`config.mk`:
```
export PLATFORM = sky130hd
export DESIGN_NAME = map_sequencer
export DESIGN_NICKNAME = d
export VERILOG_FILES = /design/src/rtl/map_sequencer.sv
export SDC_FILE = /design/constraint.sdc
export NUM_CORES = 1
export LEC_CHECK = 0
export ABC_CLOCK_PERIOD_IN_PS = 8500
export BUFFER_PORTS_ARGS = -buffer_cell sky130_fd_sc_hd__buf_2
export CORE_ASPECT_RATIO = 1.1
export CORE_UTILIZATION = 30
export DETAILED_ROUTE_END_ITERATION = 8
export SLEW_MARGIN = 20
export SYNTH_ARGS = -nofsm -noshare
export SYNTH_HDL_FRONTEND = slang
export SYNTH_SLANG_ARGS = --single-unit
export TNS_END_PERCENT = 50
```
`constraint.sdc`:
```
create_clock -name clk -period 8.5 [get_ports clk]
set_input_delay 1.275 -clock clk [delete_from_list [all_inputs] [get_ports clk]]
set_output_delay 1.275 -clock clk [all_outputs]
set_load 0.03 [all_outputs]
```
`src/rtl/map_sequencer.sv`:
```
// List map controller: pushes list[N-1..0] onto an internal stack, then pops each element,
// sends it through an external f unit and writes result[i] = f(list[i]).
module map_sequencer #(
    parameter int unsigned DATA_W = 32,
    parameter int unsigned DEPTH  = 6,
    parameter int unsigned PTR_W  = 3
) (
    input  logic              clk,
    input  logic              rst_n,
    input  logic              start_valid,
    output logic              start_ready,
    input  logic [PTR_W-1:0]  start_len,
    output logic              list_rd_en,
    output logic [PTR_W-1:0]  list_rd_addr,
    input  logic [DATA_W-1:0] list_rd_data,
    output logic              f_req_valid,
    input  logic              f_req_ready,
    output logic [DATA_W-1:0] f_req_data,
    input  logic              f_rsp_valid,
    output logic              f_rsp_ready,
    input  logic [DATA_W-1:0] f_rsp_data,
    output logic              res_wr_en,
    output logic [PTR_W-1:0]  res_wr_addr,
    output logic [DATA_W-1:0] res_wr_data,
    output logic              done_valid,
    input  logic              done_ready,
    output logic [PTR_W-1:0]  done_count,
    output logic              done_err,
    output logic              busy
);

    localparam logic [PTR_W-1:0] MaxLen = PTR_W'(DEPTH);
    localparam logic [PTR_W-1:0] One    = PTR_W'(1);

    typedef enum logic [2:0] {
        StIdle,
        StCallRd,
        StCallPush,
        StContPop,
        StContFreq,
        StContFrsp,
        StContWr,
        StDone
    } state_e;

    state_e             state_q, state_d;
    logic [PTR_W-1:0]   sp_q, sp_d;
    logic [PTR_W-1:0]   rd_ptr_q, rd_ptr_d;
    logic [PTR_W-1:0]   wr_ptr_q, wr_ptr_d;
    logic [DATA_W-1:0]  x_q, x_d;
    logic [DATA_W-1:0]  y_q, y_d;
    logic               err_q, err_d;
    logic               init_q;
    logic               push_en;
    logic [PTR_W-1:0]   pop_idx;
    logic [DATA_W-1:0]  stack_q [DEPTH];

    assign pop_idx = sp_q - One;

    // Holds start_ready low while reset is asserted even though state is already idle.
    always_ff @(posedge clk or negedge rst_n) begin
        if (!rst_n) begin
            init_q <= 1'b0;
        end else begin
            init_q <= 1'b1;
        end
    end

    always_ff @(posedge clk or negedge rst_n) begin
        if (!rst_n) begin
            state_q  <= StIdle;
            sp_q     <= '0;
            rd_ptr_q <= '0;
            wr_ptr_q <= '0;
            x_q      <= '0;
            y_q      <= '0;
            err_q    <= 1'b0;
        end else begin
            state_q  <= state_d;
            sp_q     <= sp_d;
            rd_ptr_q <= rd_ptr_d;
            wr_ptr_q <= wr_ptr_d;
            x_q      <= x_d;
            y_q      <= y_d;
            err_q    <= err_d;
        end
    end

    // Stack storage needs no reset; sp_q defines which entries are live.
    always_ff @(posedge clk) begin
        if (push_en) begin
            stack_q[sp_q] <= list_rd_data;
        end
    end

    always_comb begin
        state_d  = state_q;
        sp_d     = sp_q;
        rd_ptr_d = rd_ptr_q;
        wr_ptr_d = wr_ptr_q;
        x_d      = x_q;
        y_d      = y_q;
        err_d    = err_q;
        push_en  = 1'b0;

        unique case (state_q)
            StIdle: begin
                if (start_valid && init_q) begin
                    if (start_len == '0) begin
                        state_d = StDone;
                    end else if (start_len > MaxLen) begin
                        err_d   = 1'b1;
                        state_d = StDone;
                    end else begin
                        rd_ptr_d = start_len - One;
                        state_d  = StCallRd;
                    end
                end
            end
            StCallRd: begin
                state_d = StCallPush;
            end
            StCallPush: begin
                push_en = 1'b1;
                sp_d    = sp_q + One;
                if (rd_ptr_q == '0) begin
                    state_d = StContPop;
                end else begin
                    rd_ptr_d = rd_ptr_q - One;
                    state_d  = StCallRd;
                end
            end
            StContPop: begin
                x_d     = stack_q[pop_idx];
                sp_d    = pop_idx;
                state_d = StContFreq;
            end
            StContFreq: begin
                if (f_req_ready) begin
                    state_d = StContFrsp;
                end
            end
            StContFrsp: begin
                if (f_rsp_valid) begin
                    y_d     = f_rsp_data;
                    state_d = StContWr;
                end
            end
            StContWr: begin
                wr_ptr_d = wr_ptr_q + One;
                state_d  = (sp_q == '0) ? StDone : StContPop;
            end
            StDone: begin
                if (done_ready) begin
                    err_d    = 1'b0;
                    sp_d     = '0;
                    rd_ptr_d = '0;
                    wr_ptr_d = '0;
                    state_d  = StIdle;
                end
            end
            default: begin
                state_d = StIdle;
            end
        endcase
    end

    // Outputs are decoded from state so every one of them is zero while in reset.
    always_comb begin
        start_ready  = 1'b0;
        list_rd_en   = 1'b0;
        list_rd_addr = '0;
        f_req_valid  = 1'b0;
        f_req_data   = '0;
        f_rsp_ready  = 1'b0;
        res_wr_en    = 1'b0;
        res_wr_addr  = '0;
        res_wr_data  = '0;
        done_valid   = 1'b0;
        done_count   = '0;
        done_err     = 1'b0;
        busy         = (state_q != StIdle);

        unique case (state_q)
            StIdle: begin
                start_ready = init_q;
            end
            StCallRd: begin
                list_rd_en   = 1'b1;
                list_rd_addr = rd_ptr_q;
            end
            StContFreq: begin
                f_req_valid = 1'b1;
                f_req_data  = x_q;
            end
            StContFrsp: begin
                f_rsp_ready = 1'b1;
            end
            StContWr: begin
                res_wr_en   = 1'b1;
                res_wr_addr = wr_ptr_q;
                res_wr_data = y_q;
            end
            StDone: begin
                done_valid = 1'b1;
                done_count = wr_ptr_q;
                done_err   = err_q;
            end
            default: begin
                busy = (state_q != StIdle);
            end
        endcase
    end

endmodule

```
==> flow_summary_export.csv, run 1 <==
group,metric,value,unit
cts,clock_latency,0.53,ns
run,cap_violations,0,
floorplanning,core,36400,µm²
sta,period_share,45.8,%
sta,finalCriticalPeriod,3.90,ns
global_route,grt_start_max_net_pins,65,
floorplanning,boundaryPins,154,
detailed_routing,totalWireLength,23200,µm
floorplanning,die_y,204,µm
power,total_power,4.51,mW
cts,cts_buffer_depth,3,
power,power-per-cell-area,340,nW/µm²
detailed_routing,vias,6092,
critical_path,timing.rr.end,"x_q[6]$_DFFE_PN0P_",
sta,slew_violations,0,
critical_path,criticalPathCategory,"reg2out",
sta,maxSlewHeadroom,28.7,%
cts,clkSinkCount,270,
min_path,hold_path_depth,2,
synth,ys_ff_latch,270,
sta,fin_skew,0.00944,ns
synth,synth-edff-count,192,
critical_path,path_cells,"nand2_1 > nor2_4 > and2_1 > buf_2",
critical_path,critPathLaunchType,"flop",
detailed_routing,drtPass1Iterations,4,
synth,yosys_warnings,0,
synth,syn-cell-area,11200,µm²
critical_path,path_delay_family,"simple AND/OR/NAND/NOR gates",
critical_path,cpMaxStageDelayCell,"dfrtp_1",
cts,cts_setup_buffers,0,
synth,syn-instance-count,705,
cts,tritoncts,"done",
detailed_routing,ant_nets,0,
critical_path,ff2ff_setup_slack,5.62,ns
power,power.leakage,5.20,nW
global_route,grt_pass1_vias,6137,
power,ir_worst_vdd,0.185,mV
min_path,hold_class,"reg2reg",
critical_path,critical-path-max-stage-delay,0.85,ns
synth,async_flop_share,28.9,%
cts,cts.clk_slew.worst_paths,0.06,ns
sta,hold_violations,0,
synth,ys.flop_type,"edfxtp_1",
floorplanning,die_area,38000,µm²
cts,cts_made_buffers,28,
critical_path,crit_arrival,2.62,ns
synth,synth_area_leaders,"edfxtp_1 52%, dfrtp_1 17%, mux4_2 6.5%",
critical_path,rr_worst_depth,5,
sta,max_freq,257,MHz
cells_and_area,area_growth,18.9,%
placed_design,numPortBuffers,153,
global_route,grt_overflow,0,
synth,ys_seq_area_share,69.2,%
cts,hold_buffers,0,
sta,rsz0062_at_grt,"no",
floorplanning,start_util,30.7,%
floorplanning,dieWidth,186,µm
cells_and_area,num-fill-cells,3519,
run_status,status,"complete, no violations",
cells_and_area,layout.area.seq,7720,µm²
min_path,hold_path_startpoint,"x_q[30]$_DFFE_PN0P_",
cts,htree_levels,1,
cts,root_buffer,"clkbuf_16",
detailed_routing,vias_per_cell,4.47,
critical_path,cp_num_buf_inv,1,
synth,syn_nets,783,
global_route,grt.total_usage,12.2,%
synth,synth_area_leader_cell,"edfxtp_1",
detailed_routing,drcViolationCount,0,
sta,tightest_slew,1.07,ns
global_route,antenna_found_initial,6,
min_path,hold_end,"x_q[30]$_DFFE_PN0P_",
synth,synth_top_cell_area_share,51.7,%
synth,post_synth_num_cell_types,56,
sta,hold_ws,0.470,ns
cells_and_area,multiInputGateArea,3140,µm²
detailed_routing,drtIter0Drc,343,
cells_and_area,layout.nets,932,
critical_path,cp.required,7.22,ns
synth,syn_area_per_cell,15.8,µm²
critical_path,end_kind,"output port",
global_route,grt_pass1_wl,35100,µm
sta,final-setup-viol-count,0,
sta,tns,0,ns
floorplanning,rows,73,
critical_path,r2r-start,"sp_q[0]$_DFFE_PN0P_",
detailed_routing,wl_per_cell,17.0,µm
cells_and_area,drive_gt1_share,33.4,%
critical_path,crit_fanout,38,
cts,post_cts_resize_count,0,
placed_design,place_congestion,0.724,
placed_design,place_hpwl,13500,µm
[worst max path at each step]
stage | startpoint | endpoint | cells after the start
2_1_floorplan | state_q[0]$_DFFE_PN0P_ | stack_q[4][0]$_DFFE_PP_ | 4
3_3_place_gp | state_q[2]$_DFFE_PN0P_ | res_wr_data[9] | 4
3_5_place_dp | state_q[2]$_DFFE_PN0P_ | res_wr_data[4] | 4
4_1_cts | state_q[2]$_DFFE_PN0P_ | res_wr_data[4] | 4
5_1_grt | state_q[2]$_DFFE_PN0P_ | res_wr_data[8] | 4
6_report | state_q[2]$_DFFE_PN0P_ | res_wr_data[31] | 4
[cell usage after synthesis (all sizes together) (2+ instances only)]
master / instances
a21oi: 39
and2: 76
a2bb2oi: 2
nand2: 41
nand4: 2
xnor2: 3
nor2: 40
dfrtp: 78
and3: 5
mux4: 32
o22ai: 2
nand3: 2
mux2i: 37
nor3: 8
a31oi: 2
inv: 10
mux2: 34
ha: 5
o21ai: 37
buf: 28
edfxtp: 192
clkbuf: 13
[metrics by stage]
stage | utilization, % | setup slack [ns] | area [µm²] | instances
6_report | 36.5 | 4.60 | 13300 | 1364
5_1_grt | 36.5 | 4.41 | 13300 | 1363
4_1_cts | 36.5 | 4.21 | 13300 | 1363
3_5_place_dp | 33.9 | 4.81 | 12300 | 1311
3_3_place_gp | 33.9 | 4.99 | 12300 | 1311
2_1_floorplan | - | 4.88 | 11200 | 705
[worst reg2reg max path, cell delays in order (launching register included)]
cell and delay (ns):
dfrtp_4 0.73, inv_1 0.19, ha_2 1.04, mux4_2 0.43, a21oi_1 0.22, o21ai_0 0.11
[area by class of cell]
type | count | area share (%)
multi-input cells | 384 | 23.6
inverters | 10 | 0.283
well taps | 487 | 4.59
diodes | 1 | 0.0189
repair buffers | 160 | 6.19
clock inverters | 19 | 1.42
flip-flops and latches | 270 | 58.2
clock buffers | 33 | 5.66
[cells in the final DEF, fill, tap and decap left out, types with 2 or more instances in the layout]
| cell type | n |
|---|---|
| a2bb2oi_1 | 2 |
| mux2i_1 | 37 |
| buf_4 | 8 |
| nand2_1 | 38 |
| nor3_2 | 2 |
| clkinvlp_4 | 6 |
| nor2_1 | 38 |
| nor3_1 | 4 |
| clkinv_4 | 2 |
| dfrtp_1 | 77 |
| nor3_4 | 2 |
| clkinv_1 | 3 |
| xnor2_1 | 3 |
| clkinv_2 | 5 |
| nand2_2 | 2 |
| mux4_2 | 32 |
| edfxtp_1 | 192 |
| o22ai_1 | 2 |
| bufinv_16 | 3 |
| inv_2 | 2 |
| inv_1 | 8 |
| mux2_2 | 29 |
| ha_1 | 3 |
| and2_1 | 76 |
| clkbuf_16 | 29 |
| o21ai_1 | 11 |
| clkbuf_1 | 3 |
| mux2_1 | 4 |
| ha_2 | 2 |
| nor2_4 | 2 |
| and3_2 | 4 |
| o21ai_0 | 26 |
| a21oi_1 | 39 |
| buf_2 | 152 |
[power by group]
| part | internal [mW] | switching, mW |
|---|---|---|
| clock network | 0.724 | 0.503 |
| logic | 0.626 | 0.835 |
| registers | 1.64 | 0.181 |
[cells by family (layout without fill, tap and decap cells)]
group / count (synthesis) / after routing / synth area share, %
simple gates: 177 / 177 / 8.73
fa+ha+maj: 5 / 5 / 0.561
buf+inv: 51 / 222 / 3.07
compound gates: 94 / 94 / 4.89
other cells: 1 / 2 / 0.0336
xor+xnor: 4 / 4 / 0.314
flops: 270 / 270 / 69.2
mux: 103 / 103 / 13.2
[state kept, by name (all words and copies together) (netlist names)]
register	count
x_q	32
y_q	32
err_q	1
init_q	1
wr_ptr_q	3
sp_q	3
stack_q	192
rd_ptr_q	3
state_q	3
[routing by layer]
| metal | GRT usage, % | part of all wire, % | up-vias |
|---|---|---|---|
| met5 | 0 | 0.21 | - |
| met4 | 3.22 | 2.1 | 8 |
| met3 | 2.71 | 6.0 | 42 |
| met2 | 20.5 | 47 | 155 |
| met1 | 15.8 | 45 | 2980 |
| li1 | - | - | 2907 |
Note: power is estimated with default switching activity, not from simulation.
==> inputs of run 2 (changes only) <==
ABC_AREA = 1   (was unset)
ABC_CLOCK_PERIOD_IN_PS = 3200   (was 8500)
clock period = 3.2 ns   (was 8.5 ns; I/O delays follow)
==> flow_summary_export.csv, run 2 <==
group,metric,value,unit
run_status,status,"complete, no violations",
synth,ys.flop_type,"edfxtp_1",
global_route,antenna_found_initial,6,
cts,cts_made_buffers,30,
power,power-per-cell-area,961,nW/µm²
cells_and_area,multiInputGateArea,2890,µm²
cells_and_area,largest_register_ffs,192,
cts,cts.clk_slew.worst_paths,0.06,ns
detailed_routing,totalWireLength,27000,µm
synth,synth_area_leader_cell,"edfxtp_1",
cells_and_area,num-fill-cells,3683,
sta,maxSlewHeadroom,41.0,%
critical_path,crit_arrival,2.35,ns
cts,htree_levels,1,
global_route,grt.total_usage,14.1,%
floorplanning,dieWidth,187,µm
cells_and_area,layout.nets,1278,
detailed_routing,ant_nets,0,
global_route,grt_start_max_net_pins,70,
floorplanning,boundaryPins,154,
floorplanning,rows,74,
sta,hold_ws,0.159,ns
power,total_power,13.0,mW
min_path,hold_class,"in2reg",
detailed_routing,drtIter0Drc,452,
synth,syn_area_per_cell,10.7,µm²
synth,synth_top_family_by_area,"simple AND/OR/NAND/NOR gates",
critical_path,criticalPathCategory,"reg2out",
cts,tritoncts,"done",
placed_design,dp_cells,1661,
sta,slew_violations,0,
cells_and_area,fin_cells,1720,
cts,root_buffer,"clkbuf_16",
cells_and_area,regMostFlops,"stack_q",
synth,synth_compound_area_share,6.25,%
placed_design,place_hpwl,16100,µm
synth,ys_seq_area_share,68.6,%
sta,max_freq,353,MHz
sta,finalCriticalPeriod,2.83,ns
synth,yosys_warnings,0,
detailed_routing,wl_per_cell,15.7,µm
global_route,grt_pass1_wl,42400,µm
floorplanning,core,37000,µm²
power,ir_worst_vdd,0.869,mV
cts,clock_latency,0.57,ns
sta,tightest_slew,0.881,ns
critical_path,crit_fanout,34,
synth,synth_area_leaders,"edfxtp_1 51%, dfrtp_1 17%, nand2_1 8.6%",
power,power.leakage,5.96,nW
synth,ys_ff_latch,270,
synth,synthAdderAreaFrac,0.556,%
cells_and_area,final_area,13500,µm²
placed_design,placed_area,12600,µm²
detailed_routing,drtPass1Iterations,5,
cells_and_area,layout.area.seq,7720,µm²
floorplanning,die_y,205,µm
synth,synth-simple-area-share,18.4,%
critical_path,end_kind,"output port",
synth,synth.most_common_cell,"nand2_1",
global_route,grt_overflow,0,
synth,synth_commonest_cells,"257 x nand2_1, 192 x edfxtp_1, 124 x nor2_1",
synth,async_flop_share,28.9,%
cells_and_area,mostFrequentLayoutCell,"nand2_1",
sta,final-setup-viol-count,0,
placed_design,place_congestion,0.861,
sta,fin_skew,0.0338,ns
sta,fin_ws,0.369,ns
synth,syn-cell-area,11300,µm²
synth,synth_top_cell_area_share,51.2,%
placed_design,preCtsSetupSlack,0.874,ns
synth,synth-edff-count,192,
cts,post_cts_resize_count,0,
detailed_routing,vias,7768,
cells_and_area,utilization,36.5,%
synth,synthXorXnorAreaFrac,0.156,%
cells_and_area,drive_gt1_share,21.2,%
floorplanning,die_area,38300,µm²
global_route,grt_pass1_vias,7425,
synth,syn_nets,1127,
sta,hold_violations,0,
synth,yosys-mux-area-fraction,0,%
cells_and_area,layout_common_cells,"256 x nand2_1, 192 x edfxtp_1, 152 x buf_2",
floorplanning,start_util,30.4,%
critical_path,cp.required,2.72,ns
sta,tns,0,ns
synth,post_synth_num_cell_types,32,
cells_and_area,top_regs,"stack_q (192), x_q (32), y_q (32)",
cts,clkSinkCount,270,
sta,rsz0062_at_grt,"no",
sta,period_share,88.5,%
detailed_routing,vias_per_cell,4.52,
critical_path,critPathLaunchType,"flop",
run,cap_violations,0,
synth,syn-instance-count,1049,
detailed_routing,drcViolationCount,0,
cts,cts_setup_buffers,0,
placed_design,numPortBuffers,153,
cells_and_area,area_growth,20.3,%
cts,cts_buffer_depth,3,
-- run 2: routing by layer --
layer  track usage (%)  up-vias  share of wire, %
li1                  -     3805                 -
met1              18.5     3681                45
met2              23.8      233                46
met3              3.36       41               6.7
met4              2.99        8               1.6
met5                 0        -              0.21
-- run 2: cell families (layout without fill, tap and decap cells) --
kind of cell,Yosys count,after routing
simple gates,502,502
compound gates,117,117
buf+inv,152,327
fa+ha+maj,5,5
other cells,1,3
xor+xnor,2,2
flops,270,270
-- run 2: final cells by class --
class                      instances  area share [%]
sequential                       270            57.0
multi-input combinational        627            21.3
clock inverter                    21            1.34
timing repair buffer             176            7.25
tap                              494            4.57
inverter                          95            2.65
clock buffer                      35            5.76
antenna                            2          0.0370
-- run 2: final timing paths --
kind / start / endpoint / slack, ns / cells after the start
max: state_q[1]$_DFFE_PN0P_ / f_req_data[4] / 0.37 / 4
min: list_rd_data[10] / stack_q[0][10]$_DFFE_PP_ / 0.16 / 1
max reg2reg: state_q[2]$_DFFE_PN0P_ / rd_ptr_q[1]$_DFFE_PN0P_ / 0.79 / 9
min reg2reg: rd_ptr_q[1]$_DFFE_PN0P_ / rd_ptr_q[1]$_DFFE_PN0P_ / 0.50 / 2
max in group asynchronous: rst_n / x_q[25]$_DFFE_PN0P_ / 1.90 / 3
min in group asynchronous: rst_n / y_q[6]$_DFFE_PN0P_ / 0.52 / 2
-- run 2: critical path, cell delays in order (launching register included) --
cell	delay, ns
dfrtp_1	0.45
nor2_1	0.24
nand2_2	0.55
nor2_1	0.30
buf_2	0.24
-- run 2: repair_timing --
action | 4_1_cts | 5_1_grt
endpoints found under the hold margin | 15 | 0
endpoints found under the setup margin | 0 | 0
hold buffers | 1 | 0
-- run 2: power by group --
part	leakage [nW]	switching [mW]	internal, mW
clock network	0.472	1.40	1.91
registers	2.60	0.191	4.39
logic	2.89	3.67	1.45
total	5.96	5.26	7.74
